## config.mk

```make
export PLATFORM = sky130hd
export DESIGN_NAME = button_click_decoder_flat
export DESIGN_NICKNAME = d
export VERILOG_FILES = /design/src/rtl/button_pkg.sv /design/src/rtl/button_click_decoder_if.sv /design/src/rtl/button_debouncer.sv /design/src/rtl/button_click_decoder.sv /design/src/flat_wrapper.sv
export SDC_FILE = /design/constraint.sdc
export NUM_CORES = 1
export LEC_CHECK = 0
export BUFFER_PORTS_ARGS = -buffer_cell sky130_fd_sc_hd__buf_2
export CAP_MARGIN = 20
export CORE_MARGIN = 4
export CORE_UTILIZATION = 25
export CTS_CLUSTER_DIAMETER = 40
export DETAILED_ROUTE_END_ITERATION = 8
export PLACE_DENSITY = 0.49
export SLEW_MARGIN = 10
export SYNTH_ARGS = -nofsm -noshare
export SYNTH_HDL_FRONTEND = slang
export SYNTH_SLANG_ARGS = --single-unit
```

## constraint.sdc

```tcl
create_clock -name clk -period 2.9 [get_ports clk]
set_clock_uncertainty 0.05 [all_clocks]
set_input_delay 0.435 -clock clk [delete_from_list [all_inputs] [get_ports clk]]
set_output_delay 0.435 -clock clk [all_outputs]
set_load 0.05 [all_outputs]
```

## src/rtl/button_pkg.sv

```systemverilog
// Shared constants for the front-panel button path: FSM encoding and default
// widths so the host-interface block can size its own timers from WAIT_WIDTH.
package button_pkg;

   localparam int WAIT_WIDTH_DEFAULT     = 19;
   localparam int DEBOUNCE_WIDTH_DEFAULT = 10;

   localparam logic [1:0] ST_IDLE   = 2'd0;
   localparam logic [1:0] ST_WAIT   = 2'd1;
   localparam logic [1:0] ST_SINGLE = 2'd2;
   localparam logic [1:0] ST_DOUBLE = 2'd3;

   typedef enum logic [1:0] {
      IDLE   = ST_IDLE,
      WAIT   = ST_WAIT,
      SINGLE = ST_SINGLE,
      DOUBLE = ST_DOUBLE
   } click_state_t;

   // Number of clk cycles in the double-click window for a given counter width.
   function automatic int window_cycles(input int wait_width);
      return 1 << wait_width;
   endfunction

endpackage

```

## src/rtl/button_click_decoder_if.sv

```systemverilog
// Panel-side signal bundle: raw button in, classified click levels out.
interface button_click_decoder_if;
   logic button;
   logic single;
   logic double;

   modport master (output button, input single, input double);
   modport slave  (input button, output single, output double);
endinterface

```

## src/rtl/button_debouncer.sv

```systemverilog
// Two-flop synchroniser, stability-counter debouncer and rising-edge press pulse.
module button_debouncer
   import button_pkg::*;
#(
   parameter int DEBOUNCE_WIDTH = DEBOUNCE_WIDTH_DEFAULT
) (
   input  logic clk,
   input  logic rst_n,
   input  logic button_in,
   output logic level_out,
   output logic press_out
);

   logic [1:0]                sync_reg;
   logic                      btn_s;
   logic                      btn_db_reg;
   logic                      btn_db_next;
   logic                      btn_db_q_reg;
   logic [DEBOUNCE_WIDTH-1:0] cnt_db_reg;
   logic [DEBOUNCE_WIDTH-1:0] cnt_db_next;

   assign btn_s = sync_reg[1];

   always_ff @(posedge clk) begin
      if (!rst_n) begin
         sync_reg <= 2'b00;
      end else begin
         sync_reg <= {sync_reg[0], button_in};
      end
   end

   // The level only moves once btn_s has disagreed for a full counter period.
   always_comb begin
      btn_db_next = btn_db_reg;
      cnt_db_next = '0;
      if (btn_s != btn_db_reg) begin
         if (&cnt_db_reg) begin
            btn_db_next = btn_s;
         end else begin
            cnt_db_next = cnt_db_reg + 1'b1;
         end
      end
   end

   always_ff @(posedge clk) begin
      if (!rst_n) begin
         btn_db_reg   <= 1'b0;
         btn_db_q_reg <= 1'b0;
         cnt_db_reg   <= '0;
      end else begin
         btn_db_reg   <= btn_db_next;
         btn_db_q_reg <= btn_db_reg;
         cnt_db_reg   <= cnt_db_next;
      end
   end

   assign level_out = btn_db_reg;
   assign press_out = btn_db_reg & ~btn_db_q_reg;

endmodule

```

## src/rtl/button_click_decoder.sv

```systemverilog
// Classifies debounced KEY gestures as single or double clicks using a fixed
// window opened by the first press; results latch until rst_n.
module button_click_decoder
   import button_pkg::*;
#(
   parameter int WAIT_WIDTH     = WAIT_WIDTH_DEFAULT,
   parameter int DEBOUNCE_WIDTH = DEBOUNCE_WIDTH_DEFAULT
) (
   input  logic                  clk,
   input  logic                  rst_n,
   button_click_decoder_if.slave bus
);

   logic                  press;
   logic                  btn_level;
   click_state_t          state_reg;
   click_state_t          state_next;
   logic [WAIT_WIDTH-1:0] cnt_win_reg;
   logic [WAIT_WIDTH-1:0] cnt_win_next;
   logic                  single_reg;
   logic                  double_reg;

   button_debouncer #(
      .DEBOUNCE_WIDTH (DEBOUNCE_WIDTH)
   ) u_debouncer (
      .clk       (clk),
      .rst_n     (rst_n),
      .button_in (bus.button),
      .level_out (btn_level),
      .press_out (press)
   );

   always_comb begin
      state_next   = state_reg;
      cnt_win_next = cnt_win_reg;
      case (state_reg)
         IDLE: begin
            if (press) begin
               state_next   = WAIT;
               cnt_win_next = '0;
            end
         end
         WAIT: begin
            // Saturate rather than wrap; a press on the final count still wins.
            if (!(&cnt_win_reg)) begin
               cnt_win_next = cnt_win_reg + 1'b1;
            end
            if (press) begin
               state_next = DOUBLE;
            end else if (&cnt_win_reg) begin
               state_next = SINGLE;
            end
         end
         default: begin
            state_next = state_reg;
         end
      endcase
   end

   always_ff @(posedge clk) begin
      if (!rst_n) begin
         state_reg   <= IDLE;
         cnt_win_reg <= '0;
         single_reg  <= 1'b0;
         double_reg  <= 1'b0;
      end else begin
         state_reg   <= state_next;
         cnt_win_reg <= cnt_win_next;
         single_reg  <= (state_next == SINGLE);
         double_reg  <= (state_next == DOUBLE);
      end
   end

   assign bus.single = single_reg;
   assign bus.double = double_reg;

   a_press_needs_level : assert property (@(posedge clk) press |-> btn_level);
   a_outputs_exclusive : assert property (@(posedge clk) !(single_reg && double_reg));

endmodule

```

## src/flat_wrapper.sv

```systemverilog
// flat-port wrapper written by rule: the top's interface ports become plain ports
module button_click_decoder_flat import button_pkg::*;
#(
   parameter int WAIT_WIDTH     = WAIT_WIDTH_DEFAULT,
   parameter int DEBOUNCE_WIDTH = DEBOUNCE_WIDTH_DEFAULT
)
  (clk, rst_n, bus_button, bus_single, bus_double);
  button_click_decoder_if bus_i ();
  input  logic clk;
  input  logic rst_n;
  input wire logic [$bits(bus_i.button)-1:0] bus_button;
  output wire logic [$bits(bus_i.single)-1:0] bus_single;
  output wire logic [$bits(bus_i.double)-1:0] bus_double;
  assign bus_i.button = bus_button;
  assign bus_single = bus_i.single;
  assign bus_double = bus_i.double;
  button_click_decoder #(.WAIT_WIDTH(WAIT_WIDTH), .DEBOUNCE_WIDTH(DEBOUNCE_WIDTH)) u_core (.clk(clk), .rst_n(rst_n), .bus(bus_i));
endmodule
```

==> results of run 1 <==
[how the worst min path moves through the flow]
stage                                   startpoint                             end  slack, ns  depth (start not counted)
floorplan           u_core.u_debouncer.sync_reg[0]  u_core.u_debouncer.sync_reg[1]       0.36                          1
global placement    u_core.u_debouncer.sync_reg[0]  u_core.u_debouncer.sync_reg[1]       0.36                          1
detailed placement  u_core.u_debouncer.sync_reg[0]  u_core.u_debouncer.sync_reg[1]       0.37                          1
CTS                                     bus_button  u_core.u_debouncer.sync_reg[0]       0.29                          2
global route                            bus_button  u_core.u_debouncer.sync_reg[0]       0.30                          2
finish                                  bus_button  u_core.u_debouncer.sync_reg[0]       0.30                          2
[synthesized netlist by cell type, types with 2 or more instances]
library cell   n  share of area [%]
ha_1           2                1.5
mux2i_1        2                1.2
nand2b_1       3                1.1
nand2_1       15                3.3
xnor2_1        8                4.1
o31ai_1        2               0.88
clkbuf_1       3               0.66
or3_1          2               0.73
and4_1         2                1.0
o21ai_0        6                1.8
and2_1         3                1.1
buf_2          2               0.58
nor2_1        27                5.9
or4_1          2               0.88
o211ai_1       3                1.3
and4_4         2                1.3
nand4_1        3                1.1
nor2b_1        3                1.1
and3_1         6                2.2
nor3_1         5                1.5
nand3_1       11                3.2
a21oi_1        8                2.3
dfxtp_1       37                 43
xor2_1        10                5.1
inv_1          3               0.66
[cell families after synthesis]
group,Yosys count,synth area share (%)
AOI/OAI and AO/OA,30,12.9
xor gates and xnor gates,18,9.21
adders and majority gates,2,1.46
buffers and inverters,8,1.90
DFF,37,43.3
muxes,2,1.17
and+or+nand+nor,92,30.0
[per-stage QoR]
| step | utilization, % | worst slack (ns) | instance area [sq um] |
|---|---|---|---|
| floorplan | - | 1.19 | 1710 |
| global placement | 27.9 | 1.11 | 1810 |
| detailed placement | 27.9 | 1.07 | 1810 |
| CTS | 30.0 | 1.04 | 1950 |
| global route | 30.0 | 0.911 | 1950 |
| finish | 30.0 | 1.05 | 1950 |
[cell type report]
type                            instances  area, sq um  area share (%)
Inverter                                3         11.3           0.578
Multi-Input combinational cell        144          938            48.2
Clock inverter                          3         65.1            3.34
Tap cell                               77         96.3            4.95
Clock buffer                            5         68.8            3.53
Sequential cell                        37          741            38.0
Timing Repair Buffer                    5         27.5            1.41
[where the power goes]
group / total, mW / switching (mW) / internal, mW / leakage (nW)
logic: 0.0142 / 0.00940 / 0.00484 / 0.294
clock network: 0.530 / 0.188 / 0.342 / 0.0681
registers: 0.510 / 0.000718 / 0.509 / 0.298
total: 1.05 / 0.198 / 0.856 / 0.660
[worst register-to-register path, delay by kind of cell (launching register included)]
kind / cells / cell delay, ns
flip-flops: 1 / 0.34
AO/OA/AOI/OAI: 2 / 0.26
AND/OR/NAND/NOR: 3 / 0.87
adder cells (fa/ha/maj): 1 / 0.25
[per-layer routing]
layer / GRT usage [%] / vias to the layer above / wire length (microns) / share of wire (%)
met4: 3.06 / 0 / 38 / 1.2
met3: 2.58 / 4 / 110 / 3.5
met5: 0 / - / 0 / 0
li1: - / 675 / - / -
met2: 13.5 / 14 / 1430 / 45
met1: 10.4 / 593 / 1610 / 50
==> flow_summary.yaml, run 1 <==
outcome:
  status: "complete, no violations"
power_and_ir_drop:
  power.density_mw_per_mm2: 541
  p_total_mw: 1.05
  vdd_drop_max_mv: 0.258
  cellLeakagePower_nw: 0.660
critical_path:
  cp_top_family: "simple AND/OR/NAND/NOR gates"
  crit_start: "u_core.cnt_win_reg[0]"
  worst-path-stages: 6
  startpoint_type: "register"
  cpMaxStageDelayCell: "or4_1"
  crit_required_ns: 3.06
  worst_setup_path_end_kind: "register"
  critPathMaxStageDelay_ns: 0.47
  r2r_end: "u_core.cnt_win_reg[15]"
  crit_end: "u_core.cnt_win_reg[15]"
  critPathKind: "register to register"
  r2r_cells: 6
  r2r_slack_ns: 1.05
  crit_fanout: 8
  r2r_start: "u_core.cnt_win_reg[0]"
  critical_path_buf_inv_count: 0
  critPathArrivalTime_ns: 2.01
  path_cells: "ha_1 > and3_1 > nand3_4 > o21ai_2 > or4_1 > a21oi_1"
clocking:
  insertion_delay_ns: 0.28
  cts_root_buffer: "clkbuf_8"
  cts_buffers: 5
  path_clk_slew_ns: 0.08
  cts_resized: 0
  post_cts_buffers: 0
  htree_num_levels: 2
  cts_tree: "built"
  clk_path_buf_depth: 2
  cts_num_sinks: 37
  cts_hold_buf: 0
timing:
  timing.hold.ws_ns: 0.300
  worst_pin_slew_ns: 0.481
  slew_headroom_pct: 67.9
  max_clock_freq_mhz: 542
  fin_crit_sh_pct: 63.7
  rsz0062_at_grt: "no"
  slew_viol_final: 0
  period_needed_ns: 1.85
  final-setup-viol-count: 0
  finalSetupTns_ns: 0
  hold_viol: 0
global_routing:
  grt_pass1_vias: 1272
  grt_max_degree: 17
  antenna_found_initial: 0
  grt_usage_pct: 8.36
  grt-ovfl-total: 0
  grt_pass1_wl_mm: 5.71
synthesis:
  synth_area_sq_mm: 0.00171
  ys_seq_area_share_pct: 43.3
  synth_nets: 194
  synth_enable_flop_cells: 0
  synth-async-reset-ratio_pct: 0
  avgSynthCellArea_sq_um: 9.06
  yosysWarnings: 0
  ys_seq_elements: 37
  synth_ff_type: "dfxtp_1"
  ys_types: 44
  netlist_instances: 189
finish:
  largest_reg_flops: 19
  layout-drive-gt1-share_pct: 13.7
  final_common_cell: "dfxtp_1"
  layout_common_cells: "dfxtp_1 (37), nor2_1 (27), nand2_1 (15)"
  antennaDiodeCount: 0
  finalNonFillerCells: 274
  areaGrowthSynthToFinish_pct: 13.8
  n_fill_cell: 691
  fin_nets: 201
route:
  ant_nets: 0
  drtIter0Drc: 58
  wirelength_mm: 3.18
  avgRoutedWirePerCell_microns: 11.6
  dr.pass1.iters: 4
  vias_per_cell: 4.69
  drc_errors: 0
  vias: 1286
floorplan:
  io_pins: 5
  die_x_microns: 90.7
  start_util_pct: 26.4
  die_h_microns: 90.7
  rows: 29
  core_area_sq_mm: 0.00649
  die_area_sq_mm: 0.00823
placement:
  portBuffers: 4
  placed_cells: 266
  dp_hpwl_mm: 2.21
  gp_congestion: 0.743
worst_hold_path:
  min_path_type: "input pin to register"
run:
  max_cap_viol_count: 0
(Power assumes the default switching activity.)
==> inputs of run 2 (changes only) <==
Clock period 2.9 ns to 1.7 ns, I/O delays scaled along.
==> run 2 against run 1 <==
Core utilization increased by 4.1 points. Sequential share of layout area decreased by 4.4 points. Wire length increased by 7.6%. Non-clock buffer count increased by 27. Via count increased by 7.5%. Setup slack got worse by 1.0 ns. First-iteration DRC count increased by 16%. Critical path type unchanged. Highest routed layer unchanged.
==> flow_summary.yaml, run 2 (synthesized netlist as in run 1, its figures left out) <==
outcome:
  status: "complete, no violations"
finish:
  areaGrowthSynthToFinish_pct: 29.3
  antennaDiodeCount: 0
  fin_nets: 228
  layout_common_cells: "dfxtp_1 (34), buf_4 (28), nor2_1 (27)"
  final_area_sq_mm: 0.00221
  final_common_cell: "dfxtp_1"
  largest_reg_flops: 19
  seqCellArea_sq_um: 744
  n_fill_cell: 672
  layout-drive-gt1-share_pct: 27.2
  post-route-util_pct: 34.1
  multi_input_area_sq_um: 993
timing:
  period_needed_ns: 1.67
  final-setup-viol-count: 0
  worst_pin_slew_ns: 0.377
  fin_crit_sh_pct: 98.4
  slew_headroom_pct: 74.8
  hold_viol: 0
  rsz0062_at_grt: "yes"
  slew_viol_final: 0
  max_clock_freq_mhz: 598
clocking:
  cts_buffers: 5
  cts_tree: "built"
  cts_num_sinks: 37
  path_clk_slew_ns: 0.08
  cts_root_buffer: "clkbuf_8"
  htree_num_levels: 2
  insertion_delay_ns: 0.29
  clk_path_buf_depth: 2
critical_path:
  r2r_slack_ns: 0.03
  r2r_cells: 6
  crit_fanout: 7
  critPathArrivalTime_ns: 1.85
  startpoint_type: "register"
  worst_setup_path_end_kind: "register"
  crit_required_ns: 1.87
  critPathKind: "register to register"
floorplan:
  start_util_pct: 26.4
  die_area_sq_mm: 0.00823
  die_x_microns: 90.7
  rows: 29
  die_h_microns: 90.7
  core_area_sq_mm: 0.00649
  io_pins: 5
power_and_ir_drop:
  swShare_pct: 19.4
  p_switching_mw: 0.353
  power.density_mw_per_mm2: 822
  cellLeakagePower_nw: 0.798
  p_int_mw: 1.47
  vdd_drop_max_mv: 0.290
  combPwrFrac_pct: 1.4
  p_clk_share_pct: 50.9
  pwr-share-seq_pct: 47.8
route:
  wirelength_mm: 3.42
  drc_errors: 0
  wl_met3_microns: 106
  dr.pass1.iters: 4
  ant_nets: 0
  avgRoutedWirePerCell_microns: 11.4
  vias: 1382
  wl_met2_mm: 1.47
  routed.top_layer: "met4"
  met1_length_mm: 1.75
  drtIter0Drc: 67
  vias_per_cell: 4.59
placement:
  gp_congestion: 0.737
  portBuffers: 4
  dp_hpwl_mm: 2.46
  dpl_cell_area_sq_mm: 0.00198
global_routing:
  grt-ovfl-total: 0
  antenna_found_initial: 0
  grt_pass1_vias: 1323
  grt_usage_pct: 9.12
  grt_pass1_wl_mm: 6.08
  grt_max_degree: 17
worst_hold_path:
  holdPathStages: 2
  min_path_type: "input pin to register"
run:
  max_cap_viol_count: 0
-- run 2: final cells by class --
class	count	area share, %
Inverter	3	0.509
Sequential cell	37	33.6
Tap cell	77	4.35
Clock buffer	5	3.11
Multi-Input combinational cell	144	44.9
Timing Repair Buffer	32	10.4
Clock inverter	3	3.11
-- run 2: path summary, 6_finish.rpt --
kind	to	start
worst max-delay path	u_core.cnt_win_reg[15]	u_core.cnt_win_reg[1]
worst min-delay path	u_core.u_debouncer.sync_reg[0]	bus_button
worst max register to register	u_core.cnt_win_reg[15]	u_core.cnt_win_reg[1]
worst min register to register	u_core.u_debouncer.sync_reg[1]	u_core.u_debouncer.sync_reg[0]
-- run 2: worst max-delay path, stage by stage (launching register included) --
cell and delay (ns):
dfxtp_2 0.34, ha_4 0.16, and3_4 0.19, nand3_4 0.14, o21ai_4 0.09, or4_1 0.50, a21oi_1 0.15
-- run 2: per-stage QoR --
stage          instances  worst slack, ns  TNS, ns  hold slack, ns  power [mW]
6_report             301           0.0267        0           0.109        1.82
5_1_grt              301          -0.0606   -0.108           0.110        1.90
4_1_cts              297          0.00258        0          0.0982        1.86
3_5_place_dp         288          -0.0159  -0.0195           0.372       0.916
3_3_place_gp         288          0.00765        0           0.364       0.916
2_1_floorplan        189         0.000612        0           0.332       0.906
-- run 2: power groups by stage --
stage / Clock [mW] / Sequential [mW] / Combinational [mW]
floorplan: 0 / 0.890 / 0.0155
finish: 0.926 / 0.870 / 0.0247
global placement: 0 / 0.890 / 0.0253
CTS: 0.965 / 0.870 / 0.0254
global route: 1.01 / 0.871 / 0.0285
detailed placement: 0 / 0.891 / 0.0251
-- run 2: timing repair --
action                     CTS  global route
resized for setup            1            12
hold buffers                 0             0
pin swaps                    2             6
setup endpoints to repair    2            11
setup buffers                1             4
-- run 2: per-layer routing --
layer  vias up  GRT usage (%)
met5         -              0
met4         0           4.59
met3        10           2.58
met2        14           14.0
met1       629           11.7
li1        729              -
==> inputs of run 3 (changes only) <==
==> constraint.sdc (replaced) <==
create_clock -name clk -period 1.7 [get_ports clk]
set_clock_uncertainty 0.05 [all_clocks]
set_input_delay 0.085 -clock clk [delete_from_list [all_inputs] [get_ports clk]]
set_output_delay 0.085 -clock clk [all_outputs]
set_load 0.05 [all_outputs]
==> run 3 against run 2 <==
First-iteration DRC count shrank 22%. Power about the same. Count of clock-buffer cells in the layout stayed put. Critical path depth unchanged.
==> flow_summary.yaml, run 3 (synthesized netlist as in run 1, its figures left out) <==
finish:
  multi_input_area_sq_um: 993
  seqCellArea_sq_um: 744
  final_common_cell: "dfxtp_1"
  layout_common_cells: "dfxtp_1 (34), buf_4 (28), nor2_1 (27)"
  antennaDiodeCount: 0
  layout-drive-gt1-share_pct: 27.1
  fin_nets: 229
  areaGrowthSynthToFinish_pct: 29.9
  largest_reg_flops: 19
  finalNonFillerCells: 302
  n_fill_cell: 673
power_and_ir_drop:
  vdd_drop_max_mv: 0.290
  cellLeakagePower_nw: 0.802
  power.density_mw_per_mm2: 819
clocking:
  clk_path_buf_depth: 2
  path_clk_slew_ns: 0.08
  cts_buffers: 5
  cts_root_buffer: "clkbuf_8"
  insertion_delay_ns: 0.29
  cts_tree: "built"
  cts_num_sinks: 37
  htree_num_levels: 2
timing:
  period_needed_ns: 1.67
  timing.hold.ws_ns: 0.0979
  final-setup-viol-count: 0
  fin_crit_sh_pct: 98.4
  finalSetupTns_ns: 0
  slew_viol_final: 0
  slew_headroom_pct: 74.8
  max_clock_freq_mhz: 598
  worst_pin_slew_ns: 0.377
  rsz0062_at_grt: "yes"
  hold_viol: 0
route:
  vias_per_cell: 4.58
  ant_nets: 0
  vias: 1383
  avgRoutedWirePerCell_microns: 11.4
  dr.pass1.iters: 4
  drtIter0Drc: 52
  drc_errors: 0
  wirelength_mm: 3.44
critical_path:
  crit_start: "u_core.cnt_win_reg[1]"
  r2r_cells: 6
  cpMaxStageDelayCell: "or4_1"
  critPathArrivalTime_ns: 1.85
  worst_setup_path_end_kind: "register"
  critPathKind: "register to register"
  worst-path-stages: 6
  crit_end: "u_core.cnt_win_reg[15]"
  r2r_slack_ns: 0.03
  crit_required_ns: 1.87
  r2r_end: "u_core.cnt_win_reg[15]"
  crit_fanout: 7
  startpoint_type: "register"
  critPathMaxStageDelay_ns: 0.50
  critical_path_buf_inv_count: 0
  path_cells: "ha_4 > and3_4 > nand3_4 > o21ai_4 > or4_1 > a21oi_1"
  r2r_start: "u_core.cnt_win_reg[1]"
  cp_top_family: "simple AND/OR/NAND/NOR gates"
floorplan:
  rows: 29
  start_util_pct: 26.4
  io_pins: 5
  core_area_sq_mm: 0.00649
  die_x_microns: 90.7
  die_h_microns: 90.7
  die_area_sq_mm: 0.00823
global_routing:
  grt_pass1_wl_mm: 6.08
  grt_pass1_vias: 1323
  grt_usage_pct: 9.12
  antenna_found_initial: 0
  grt_max_degree: 17
  grt-ovfl-total: 0
worst_hold_path:
  min_path_type: "input pin to register"
  min_from: "rst_n"
placement:
  placed_cells: 288
  gp_congestion: 0.737
  dp_hpwl_mm: 2.46
  portBuffers: 4
outcome:
  status: "complete, no violations"
run:
  max_cap_viol_count: 0
run 3: cell types whose count changed in the layout (fill, tap and decap cells not counted):
cell	previous run	this run
dlygate4sd3_1	0	1
run 3: power breakdown:
| part | internal [mW] | switching [mW] |
|---|---|---|
| logic | 0.00977 | 0.0168 |
| clock network | 0.591 | 0.335 |
| registers | 0.869 | 0.00132 |
| total | 1.47 | 0.353 |
run 3: layout make-up:
type	count	area share [%]
clock inverters	3	3.10
clock buffers	5	3.10
well taps	77	4.33
repair buffers	33	10.8
inverters	3	0.506
multi-input cells	144	44.7
flip-flops and latches	37	33.5
run 3: what timing repair did:
action                     4_1_cts  5_1_grt
hold buffers                     1        0
pin swaps                        2        6
setup buffers                    1        4
setup endpoints to repair        2       11
hold endpoints to repair         1        0
gates resized for setup          1       12
run 3: layer usage:
layer	wire [microns]	GRT usage (%)	part of all wire [%]
met2	1470	14.0	43
met3	106	2.58	3.1
met4	93	4.59	2.7
met5	0	0	0
met1	1760	11.7	51
run 3: worst register-to-register path: stages (launching register included):
cell and delay [ns]:
dfxtp_2 0.34, ha_4 0.16, and3_4 0.19, nand3_4 0.14, o21ai_4 0.09, or4_1 0.50
a21oi_1 0.15
run 3: worst min path at each step:
stage                                           to  slack, ns  cells past startpoint
finish                           u_core.bus.double        0.1                      3
CTS                            u_core.state_reg[0]       0.09                      3
global route                     u_core.bus.double       0.12                      3
detailed placement  u_core.u_debouncer.sync_reg[0]       0.25                      2
floorplan           u_core.u_debouncer.sync_reg[0]       0.16                      1
global placement    u_core.u_debouncer.sync_reg[0]       0.25                      2
run 3: per-stage QoR:
step | power [mW] | util (%) | instance area, sq um | setup WS, ns
global route | 1.91 | 34.2 | 2220 | -0.0606
finish | 1.82 | 34.2 | 2220 | 0.0269
detailed placement | 0.916 | 30.5 | 1980 | -0.0159
CTS | 1.86 | 32.9 | 2140 | 0.00258
global placement | 0.916 | 30.5 | 1980 | 0.00765
floorplan | 0.906 | - | 1710 | 0.000612
